<file path="src/rtl/serial_magnitude_comparator.sv">
// ---------------------------------------------------------------------------
// serial_magnitude_comparator
// Bit-serial unsigned magnitude comparator. Operands are captured on an
// in_valid/in_ready handshake, compared one bit pair per clock MSB first,
// and the eq/neq/l/g flags are held under an out_valid/out_ready handshake.
//
// Parameters:
//   WIDTH      operand width in bits (1..32)
// Ports:
//   clk        clock, rising edge
//   rst_n      synchronous active-low reset
//   in_valid   operands a/b presented
//   in_ready   block accepts operands (IDLE only)
//   a, b       unsigned operands
//   out_valid  result flags valid (DONE only)
//   out_ready  consumer takes the result
//   eq,neq,l,g result flags: a==b, a!=b, a<b, a>b
//   busy       comparison in progress
//
// Build option:
//   SERIAL_CMP_EARLY_EXIT_EN  finish as soon as the deciding bit is seen;
//                             when undefined, always spend WIDTH compare edges.
// ---------------------------------------------------------------------------
module serial_magnitude_comparator #(
    parameter int unsigned WIDTH = 8
) (
    input  logic             clk,
    input  logic             rst_n,
    input  logic             in_valid,
    output logic             in_ready,
    input  logic [WIDTH-1:0] a,
    input  logic [WIDTH-1:0] b,
    output logic             out_valid,
    input  logic             out_ready,
    output logic             eq,
    output logic             neq,
    output logic             l,
    output logic             g,
    output logic             busy
);

    localparam int unsigned IDX_W = (WIDTH > 1) ? $clog2(WIDTH) : 1;

`ifdef SERIAL_CMP_EARLY_EXIT_EN
    localparam bit EARLY_EXIT = 1'b1;
`else
    localparam bit EARLY_EXIT = 1'b0;
`endif

    typedef enum logic [1:0] {
        S_IDLE    = 2'd0,
        S_COMPARE = 2'd1,
        S_DONE    = 2'd2
    } state_t;

    state_t             r_state;
    logic [WIDTH-1:0]   r_a;
    logic [WIDTH-1:0]   r_b;
    logic [IDX_W-1:0]   r_idx;
    logic               r_lt;
    logic               r_gt;
    logic               r_eq;
    logic               r_neq;
    logic               r_l;
    logic               r_g;
    logic               r_in_ready;
    logic               r_out_valid;
    logic               r_busy;

    state_t             w_state_nxt;
    logic [WIDTH-1:0]   w_a_nxt;
    logic [WIDTH-1:0]   w_b_nxt;
    logic [IDX_W-1:0]   w_idx_nxt;
    logic               w_lt_nxt;
    logic               w_gt_nxt;
    logic               w_eq_nxt;
    logic               w_neq_nxt;
    logic               w_l_nxt;
    logic               w_g_nxt;
    logic               w_in_ready_nxt;
    logic               w_out_valid_nxt;
    logic               w_busy_nxt;

    logic               w_bit_lt;
    logic               w_bit_gt;
    logic               w_dec_lt;
    logic               w_dec_gt;
    logic               w_last;

    // Operands shift left each compare edge, so the current bit is always the MSB.
    assign w_bit_lt = ~r_a[WIDTH-1] &  r_b[WIDTH-1];
    assign w_bit_gt =  r_a[WIDTH-1] & ~r_b[WIDTH-1];

    // First differing bit wins; once decided, later bits cannot flip the result.
    assign w_dec_lt = r_lt | (~r_gt & w_bit_lt);
    assign w_dec_gt = r_gt | (~r_lt & w_bit_gt);
    assign w_last   = (r_idx == IDX_W'(0));

    // State and datapath register.
    always_ff @(posedge clk) begin
        if (!rst_n) begin
            r_state     <= S_IDLE;
            r_a         <= '0;
            r_b         <= '0;
            r_idx       <= '0;
            r_lt        <= 1'b0;
            r_gt        <= 1'b0;
            r_eq        <= 1'b0;
            r_neq       <= 1'b0;
            r_l         <= 1'b0;
            r_g         <= 1'b0;
            r_in_ready  <= 1'b1;
            r_out_valid <= 1'b0;
            r_busy      <= 1'b0;
        end else begin
            r_state     <= w_state_nxt;
            r_a         <= w_a_nxt;
            r_b         <= w_b_nxt;
            r_idx       <= w_idx_nxt;
            r_lt        <= w_lt_nxt;
            r_gt        <= w_gt_nxt;
            r_eq        <= w_eq_nxt;
            r_neq       <= w_neq_nxt;
            r_l         <= w_l_nxt;
            r_g         <= w_g_nxt;
            r_in_ready  <= w_in_ready_nxt;
            r_out_valid <= w_out_valid_nxt;
            r_busy      <= w_busy_nxt;
        end
    end

    // Next-state, datapath and registered-output decode.
    always_comb begin
        w_state_nxt     = r_state;
        w_a_nxt         = r_a;
        w_b_nxt         = r_b;
        w_idx_nxt       = r_idx;
        w_lt_nxt        = r_lt;
        w_gt_nxt        = r_gt;
        w_eq_nxt        = r_eq;
        w_neq_nxt       = r_neq;
        w_l_nxt         = r_l;
        w_g_nxt         = r_g;

        case (r_state)
            S_IDLE: begin
                if (in_valid && r_in_ready) begin
                    w_a_nxt     = a;
                    w_b_nxt     = b;
                    w_idx_nxt   = IDX_W'(WIDTH - 1);
                    w_lt_nxt    = 1'b0;
                    w_gt_nxt    = 1'b0;
                    w_state_nxt = S_COMPARE;
                end
            end
            S_COMPARE: begin
                w_a_nxt  = r_a << 1;
                w_b_nxt  = r_b << 1;
                w_lt_nxt = w_dec_lt;
                w_gt_nxt = w_dec_gt;
                if (!w_last) begin
                    w_idx_nxt = r_idx - IDX_W'(1);
                end
                if (w_last || (EARLY_EXIT && (w_dec_lt || w_dec_gt))) begin
                    w_l_nxt     = w_dec_lt;
                    w_g_nxt     = w_dec_gt;
                    w_neq_nxt   = w_dec_lt | w_dec_gt;
                    w_eq_nxt    = ~(w_dec_lt | w_dec_gt);
                    w_state_nxt = S_DONE;
                end
            end
            S_DONE: begin
                if (out_ready) begin
                    w_state_nxt = S_IDLE;
                end
            end
            default: begin
                w_state_nxt = S_IDLE;
            end
        endcase

        // Handshake outputs are registered copies of the next state.
        w_in_ready_nxt  = (w_state_nxt == S_IDLE);
        w_out_valid_nxt = (w_state_nxt == S_DONE);
        w_busy_nxt      = (w_state_nxt == S_COMPARE);
    end

    assign in_ready  = r_in_ready;
    assign out_valid = r_out_valid;
    assign busy      = r_busy;
    assign eq        = r_eq;
    assign neq       = r_neq;
    assign l         = r_l;
    assign g         = r_g;

endmodule

</file>
<file path="config.mk">
export PLATFORM = sky130hd
export DESIGN_NAME = serial_magnitude_comparator
export DESIGN_NICKNAME = d
export VERILOG_FILES = /design/src/rtl/serial_magnitude_comparator.sv
export SDC_FILE = /design/constraint.sdc
export NUM_CORES = 1
export LEC_CHECK = 0
export CAP_MARGIN = 25
export CORE_MARGIN = 2
export CORE_UTILIZATION = 45
export DETAILED_ROUTE_END_ITERATION = 10
export HOLD_SLACK_MARGIN = 0.08
export PLACE_DENSITY = 0.74
export SYNTH_ARGS = -nofsm -noshare
export SYNTH_HDL_FRONTEND = slang
export SYNTH_SLANG_ARGS = --single-unit
</file>
<file path="constraint.sdc">
create_clock -name clk -period 1.35 [get_ports clk]
set_clock_uncertainty 0.15 [all_clocks]
set_input_delay 0.3375 -clock clk [delete_from_list [all_inputs] [get_ports clk]]
set_output_delay 0.3375 -clock clk [all_outputs]
set_load 0.005 [all_outputs]
</file>
==> impl_metrics.tcl, run 1 <==
set metrics [dict create \
    area_growth_pct 34.9 \
    irDropWorstVdd_uv 847 \
    yosysUniqueCellTypes 34 \
    status "finished with violations" \
    wl_mm 2.83 \
    synth_flop_cell "dfxtp_1" \
    slew_violations 0 \
    io_buffers 26 \
    io_pins 27 \
    fp.dieH_um 58.7 \
    drtPass1Iterations 7 \
    rows 19 \
    synth-xor-area-share_pct 0.650 \
    async_flop_share_pct 0 \
    synth_fa_ha_area_share_pct 1.86 \
    power.density_nw_per_um2 1330 \
    rsz0062_at_grt "true" \
    place_ws_ns -0.402 \
    place_hpwl_mm 1.95 \
    final_nets 195 \
    violations "DRC" \
    globalRouteOverflowTotal 0 \
    post_drt_wl_per_cell_um 13.9 \
    fillCellCount 224 \
    fin_crit_sh_pct 96.9 \
    setup_viol 0 \
    drive_gt1_share_pct 37.0 \
    drtIter0Drc 61 \
    synth_top_cell_by_area "dfxtp_1" \
    ant_nets 0 \
    seq_area_frac_synth_pct 44.6 \
    cts_sinks 30 \
    fin_tns_setup_ns 0 \
    drc 4 \
    swShare_pct 31.2 \
    power_frac_comb_pct 33.6 \
    cts_root_buf "clkbuf_4" \
    synth_top_area_share_pct 44.6 \
    viasPerCell 5.60 \
    power_leakage_nw 0.691 \
    die_x_um 58.7 \
    synth_top_family_by_area "simple AND/OR/NAND/NOR gates" \
    ys_top_cells_by_area "dfxtp_1 (45%), o221ai_1 (9.1%), nor3_2 (6.7%)" \
    path_class "reg2reg" \
    synth.area.mux_share_pct 0 \
    numCtsBuffers 5 \
    grt_max_degree 23 \
    finalHoldViolCount 0 \
    required_ns 1.41 \
    clkTransAtPathRegs_ns 0.08 \
    internal-power_w 0.00167 \
    synth_area_sq_um 1350 \
    die_area_sq_um 3450 \
    start_util_pct 48.0 \
    synth_cells 135 \
    ctsHoldBuffers 0 \
    place_congestion 0.744 \
    clk_latency_ns 0.32 \
    post-route-util_pct 64.8 \
    core_sq_um 2810 \
    synth_compound_area_share_pct 21.5 \
    cts_htree_levels 2 \
    yosysMostFrequentCell "dfxtp_1" \
    ys_ff_latch 30 \
    switchingPower_w 0.000756 \
    start_kind "flop" \
    grt_pass1_vias 1078 \
    setup_slack_ns 0.0416 \
    synth_edf_count 0 \
    cap_violations 0 \
    endpoint_kind "flop" \
    pwr-share-clk_pct 19.4 \
    clock_tree.buffer_depth 2 \
    synth_common_cells "dfxtp_1 (30), nor2_1 (17), o221ai_1 (14)" \
    post_synth.cell_area_avg_sq_um 9.98 \
    crit_fanout 3 \
    fin_crit_ns 1.31 \
    synth_nets 157 \
    slew_headroom_pct 76.9 \
    vias 1143 \
    hold_path.class "reg2reg" \
    worst-slew-pin-transition_ns 0.345 \
    seqPwrFrac_pct 47.0 \
    ys_warn_count 0 \
    antenna_found_initial 0 \
    timing.fmax_ghz 0.764 \
    arrival_ns 1.37 \
    grt_usage_pct 18.5 \
    synth-simple-area-share_pct 24.0 \
    diodes 0 \
    cts_tree "built" \
    grt_pass1_wl_mm 4.70 \
]
## layer usage
| layer | GRT usage, % | routed length (um) | share of wire (%) | vias to the layer above |
|---|---|---|---|---|
| li1 | - | - | - | 578 |
| met1 | 22.5 | 1260 | 44 | 536 |
| met2 | 28.9 | 1340 | 47 | 23 |
| met3 | 7.47 | 183 | 6.5 | 6 |
| met4 | 7.79 | 53 | 1.9 | 0 |
| met5 | 0 | 0 | 0 | - |
## kinds of logic (layout without fill, tap and decap cells)
logic type,count (synthesis),in the layout
AOI/OAI and AO/OA,37,37
and+or+nand+nor,50,50
xor gates and xnor gates,1,1
buffers and inverters,15,53
adders and majority gates,2,2
DFF,30,30
## final timing paths
check	startpoint	endpoint	slack (ns)	cells after the start
min	r_a[0]$_SDFFE_PN0P_	r_a[0]$_SDFFE_PN0P_	0.32	2
max	r_idx[0]$_SDFFE_PN0P_	r_idx[2]$_SDFFE_PN0P_	0.04	5
max reg2reg	r_idx[0]$_SDFFE_PN0P_	r_idx[2]$_SDFFE_PN0P_	0.04	5
min reg2reg	r_a[0]$_SDFFE_PN0P_	r_a[0]$_SDFFE_PN0P_	0.32	2
## worst max-delay path, cell delays in order (launching register included)
cell,delay (ns)
dfxtp_2,0.33
inv_2,0.05
buf_4,0.13
ha_2,0.17
nor4b_1,0.13
o31a_1,0.24
## cell type report
| type | instances | area, sq um | area share (%) |
|---|---|---|---|
| clock buffer | 7 | 45.0 | 2.48 |
| inverter | 3 | 11.3 | 0.619 |
| multi-input combinational | 90 | 717 | 39.4 |
| sequential | 30 | 618 | 34.0 |
| tap | 31 | 38.8 | 2.13 |
| timing repair buffer | 43 | 388 | 21.3 |
## state kept, by name, indices dropped and copies added, names as in the netlist, 2 cells and up
name / count
r_idx: 3
r_state: 2
r_b: 8
r_a: 8
## per-stage QoR
| stage | hold slack, ns | power [W] | instances | area, sq um |
|---|---|---|---|---|
| after floorplan | 0.297 | 0.00162 | 135 | 1350 |
| after global placement | 0.304 | 0.00188 | 196 | 1710 |
| after detailed placement | 0.312 | 0.00190 | 196 | 1710 |
| after CTS | 0.325 | 0.00239 | 203 | 1750 |
| after global routing | 0.356 | 0.00259 | 204 | 1820 |
| final | 0.322 | 0.00243 | 204 | 1820 |
## cells in the final DEF (no fill, tap or decap), types with 3 or more instances in the layout
| cell type | synthesis | layout |
|---|---|---|
| dfxtp_2 | 0 | 8 |
| nor3_1 | 5 | 4 |
| clkbuf_4 | 0 | 5 |
| clkdlybuf4s50_1 | 0 | 18 |
| buf_4 | 2 | 12 |
| nor2_1 | 17 | 17 |
| o21ai_0 | 5 | 4 |
| nand2_1 | 4 | 4 |
| dfxtp_1 | 30 | 20 |
| o221ai_1 | 14 | 12 |
| buf_6 | 2 | 3 |
| buf_2 | 4 | 6 |
| a21boi_1 | 4 | 5 |
| nor3_2 | 9 | 10 |
| a21oi_1 | 3 | 3 |
## power groups by stage
stage | registers [W] | logic [W] | clock network, W
final | 0.00114 | 0.000814 | 0.000472
after global routing | 0.00116 | 0.000903 | 0.000535
after CTS | 0.00113 | 0.000759 | 0.000497
after detailed placement | 0.00114 | 0.000762 | 0
after global placement | 0.00114 | 0.000744 | 0
after floorplan | 0.00112 | 0.000500 | 0
## timing repair
action / CTS / global route
pin swaps: 2 / 3
hold endpoints to repair: 0 / 0
endpoints found under the setup margin: 20 / 30
setup buffers: 0 / 1
resized for setup: 39 / 21
(Power assumes the default switching activity.)
==> run 2: changes to the inputs <==
Settings changed: CORE_UTILIZATION 45 to 50, PLACE_DENSITY 0.74 to 0.78.
Clock period 1.35 ns to 1.55 ns, I/O delays scaled along.
==> run 2 against run 1 <==
Effect of this change: the flow now finishes without violations; via count decreased by 0.44%; critical path depth unchanged; cell count decreased by 3.9%; clock power increased by 2%; utilization increased by 4.3 points; first-iteration DRC count decreased by 31%; global-route usage increased by 1.1 points; critical endpoint is now r_b[0]$_SDFFE_PN0P_; largest power group unchanged.
==> impl_metrics.tcl, run 2 (synthesis results as in run 1) <==
set metrics [dict create \
    status "finished clean" \
    rsz0062_at_grt "false" \
    cts_htree_levels 2 \
    drtPass1Iterations 6 \
    diodes 0 \
    cts_tree "built" \
    fin_crit_ns 1.45 \
    worst-slew-pin-transition_ns 0.530 \
    final_cell_count_no_fill 196 \
    setup_slack_ns 0.101 \
    globalRouteOverflowTotal 0 \
    grt_usage_pct 19.6 \
    fin_tns_setup_ns 0 \
    core_sq_um 2520 \
    vias 1138 \
    numCtsBuffers 5 \
    viasPerCell 5.81 \
    place_ws_ns -0.241 \
    slew_violations 0 \
    area_growth_pct 29.3 \
    start_util_pct 53.4 \
    place_hpwl_mm 1.84 \
    post_drt_wl_per_cell_um 14.0 \
    cts_root_buf "clkbuf_4" \
    grt_max_degree 32 \
    wl_mm 2.74 \
    die_area_sq_um 3130 \
    cts_sinks 30 \
    crit_fanout 15 \
    clock_tree.buffer_depth 2 \
    worstRegToRegCells 5 \
    arrival_ns 1.57 \
    ant_nets 0 \
    slew_headroom_pct 64.6 \
    io_pins 27 \
    fp.dieH_um 55.9 \
    required_ns 1.67 \
    start_kind "input pin" \
    drc 0 \
    holdWs_ns 0.323 \
    layout_commonest_cell "dfxtp_1" \
    clkTransAtPathRegs_ns 0.09 \
    die_x_um 55.9 \
    io_buffers 26 \
    antenna_found_initial 0 \
    fin_crit_sh_pct 93.5 \
    clk_latency_ns 0.32 \
    irDropWorstVdd_uv 839 \
    r2r_end "neq$_SDFFE_PN0P_" \
    ctsHoldBuffers 0 \
    rr_startpoint "r_idx[0]$_SDFFE_PN0P_" \
    crit_start "in_valid" \
    timing.fmax_ghz 0.690 \
    finalHoldViolCount 0 \
    endpoint "r_b[0]$_SDFFE_PN0P_" \
    endpoint_kind "flop" \
    reg2reg_slack_ns 0.12 \
    grt_pass1_vias 1097 \
    dp.cells 188 \
    setup_viol 0 \
    power_leakage_nw 0.671 \
    final_nets 187 \
    path_class "in2reg" \
    reg_top3 "r_a (8), r_b (8), r_idx (3)" \
    cap_violations 0 \
    power.density_nw_per_um2 1210 \
    rows 18 \
    post_cts.repair.setup_buffers 0 \
    drtIter0Drc 42 \
    drive_gt1_share_pct 19.9 \
    layout_common_cells "dfxtp_1 (27), clkdlybuf4s50_1 (19), nor2_1 (17)" \
    grt_pass1_wl_mm 4.86 \
    place_congestion 0.744 \
    post-route-util_pct 69.1 \
    hold_path.class "reg2reg" \
]
==> run 2: changes by cell type in the layout (fill, tap and decap cells not counted), moves of 3 or more <==
| cell | previous run | this run |
|---|---|---|
| dfxtp_1 | 20 | 27 |
| dlygate4sd2_1 | 1 | 7 |
| buf_6 | 3 | 0 |
| buf_2 | 6 | 0 |
| dfxtp_2 | 8 | 3 |
| buf_4 | 12 | 5 |
==> run 2: area by class of cell <==
class / count / area (sq um)
multi-input cells: 90 / 661
flip-flops and latches: 30 / 604
fillers: 202 / 779
clock buffers: 7 / 55.1
inverters: 3 / 11.3
clock inverters: 1 / 5.00
repair buffers: 35 / 369
well taps: 30 / 37.5
==> run 2: how the worst min path moves through the flow <==
stage	start	end	cells past startpoint
2_1_floorplan	r_a[0]$_SDFFE_PN0P_	r_a[0]$_SDFFE_PN0P_	2
3_3_place_gp	r_a[0]$_SDFFE_PN0P_	r_a[0]$_SDFFE_PN0P_	2
3_5_place_dp	r_a[0]$_SDFFE_PN0P_	r_a[0]$_SDFFE_PN0P_	2
4_1_cts	r_a[0]$_SDFFE_PN0P_	r_a[0]$_SDFFE_PN0P_	2
5_1_grt	r_a[0]$_SDFFE_PN0P_	r_a[0]$_SDFFE_PN0P_	2
6_report	r_a[0]$_SDFFE_PN0P_	r_a[0]$_SDFFE_PN0P_	2
==> run 2: what timing repair did <==
item                                    in CTS  in global routing
resized for setup                           10                  4
endpoints found under the setup margin       7                  7
hold endpoints to repair                     0                  0
==> run 2: report_power, final <==
part	leakage (nW)	total, W	switching (W)	internal [W]
Clock	0.0353	0.000483	0.000263	0.000220
Sequential	0.249	0.000978	0.0000824	0.000895
Combinational	0.387	0.000640	0.000301	0.000338
Total	0.671	0.00210	0.000647	0.00145
==> run 2: metrics by stage <==
stage | power [W] | cell area (sq um)
2_1_floorplan | 0.00141 | 1350
3_3_place_gp | 0.00161 | 1670
3_5_place_dp | 0.00163 | 1670
4_1_cts | 0.00211 | 1730
5_1_grt | 0.00223 | 1740
6_report | 0.00210 | 1740
==> run 2: metal layers <==
metal	global-route usage [%]	up-vias	part of all wire (%)
met4	9.18	0	2.3
met2	30.4	27	46
li1	-	562	-
met1	23.8	541	45
met5	0	-	0
met3	7.91	8	5.9
==> run 2: critical path, cell delays in order <==
cell and delay (ns):
clkdlybuf4s50_1 0.52, and4bb_1 0.31, buf_12 0.18, nand2_1 0.06
a21boi_1 0.10
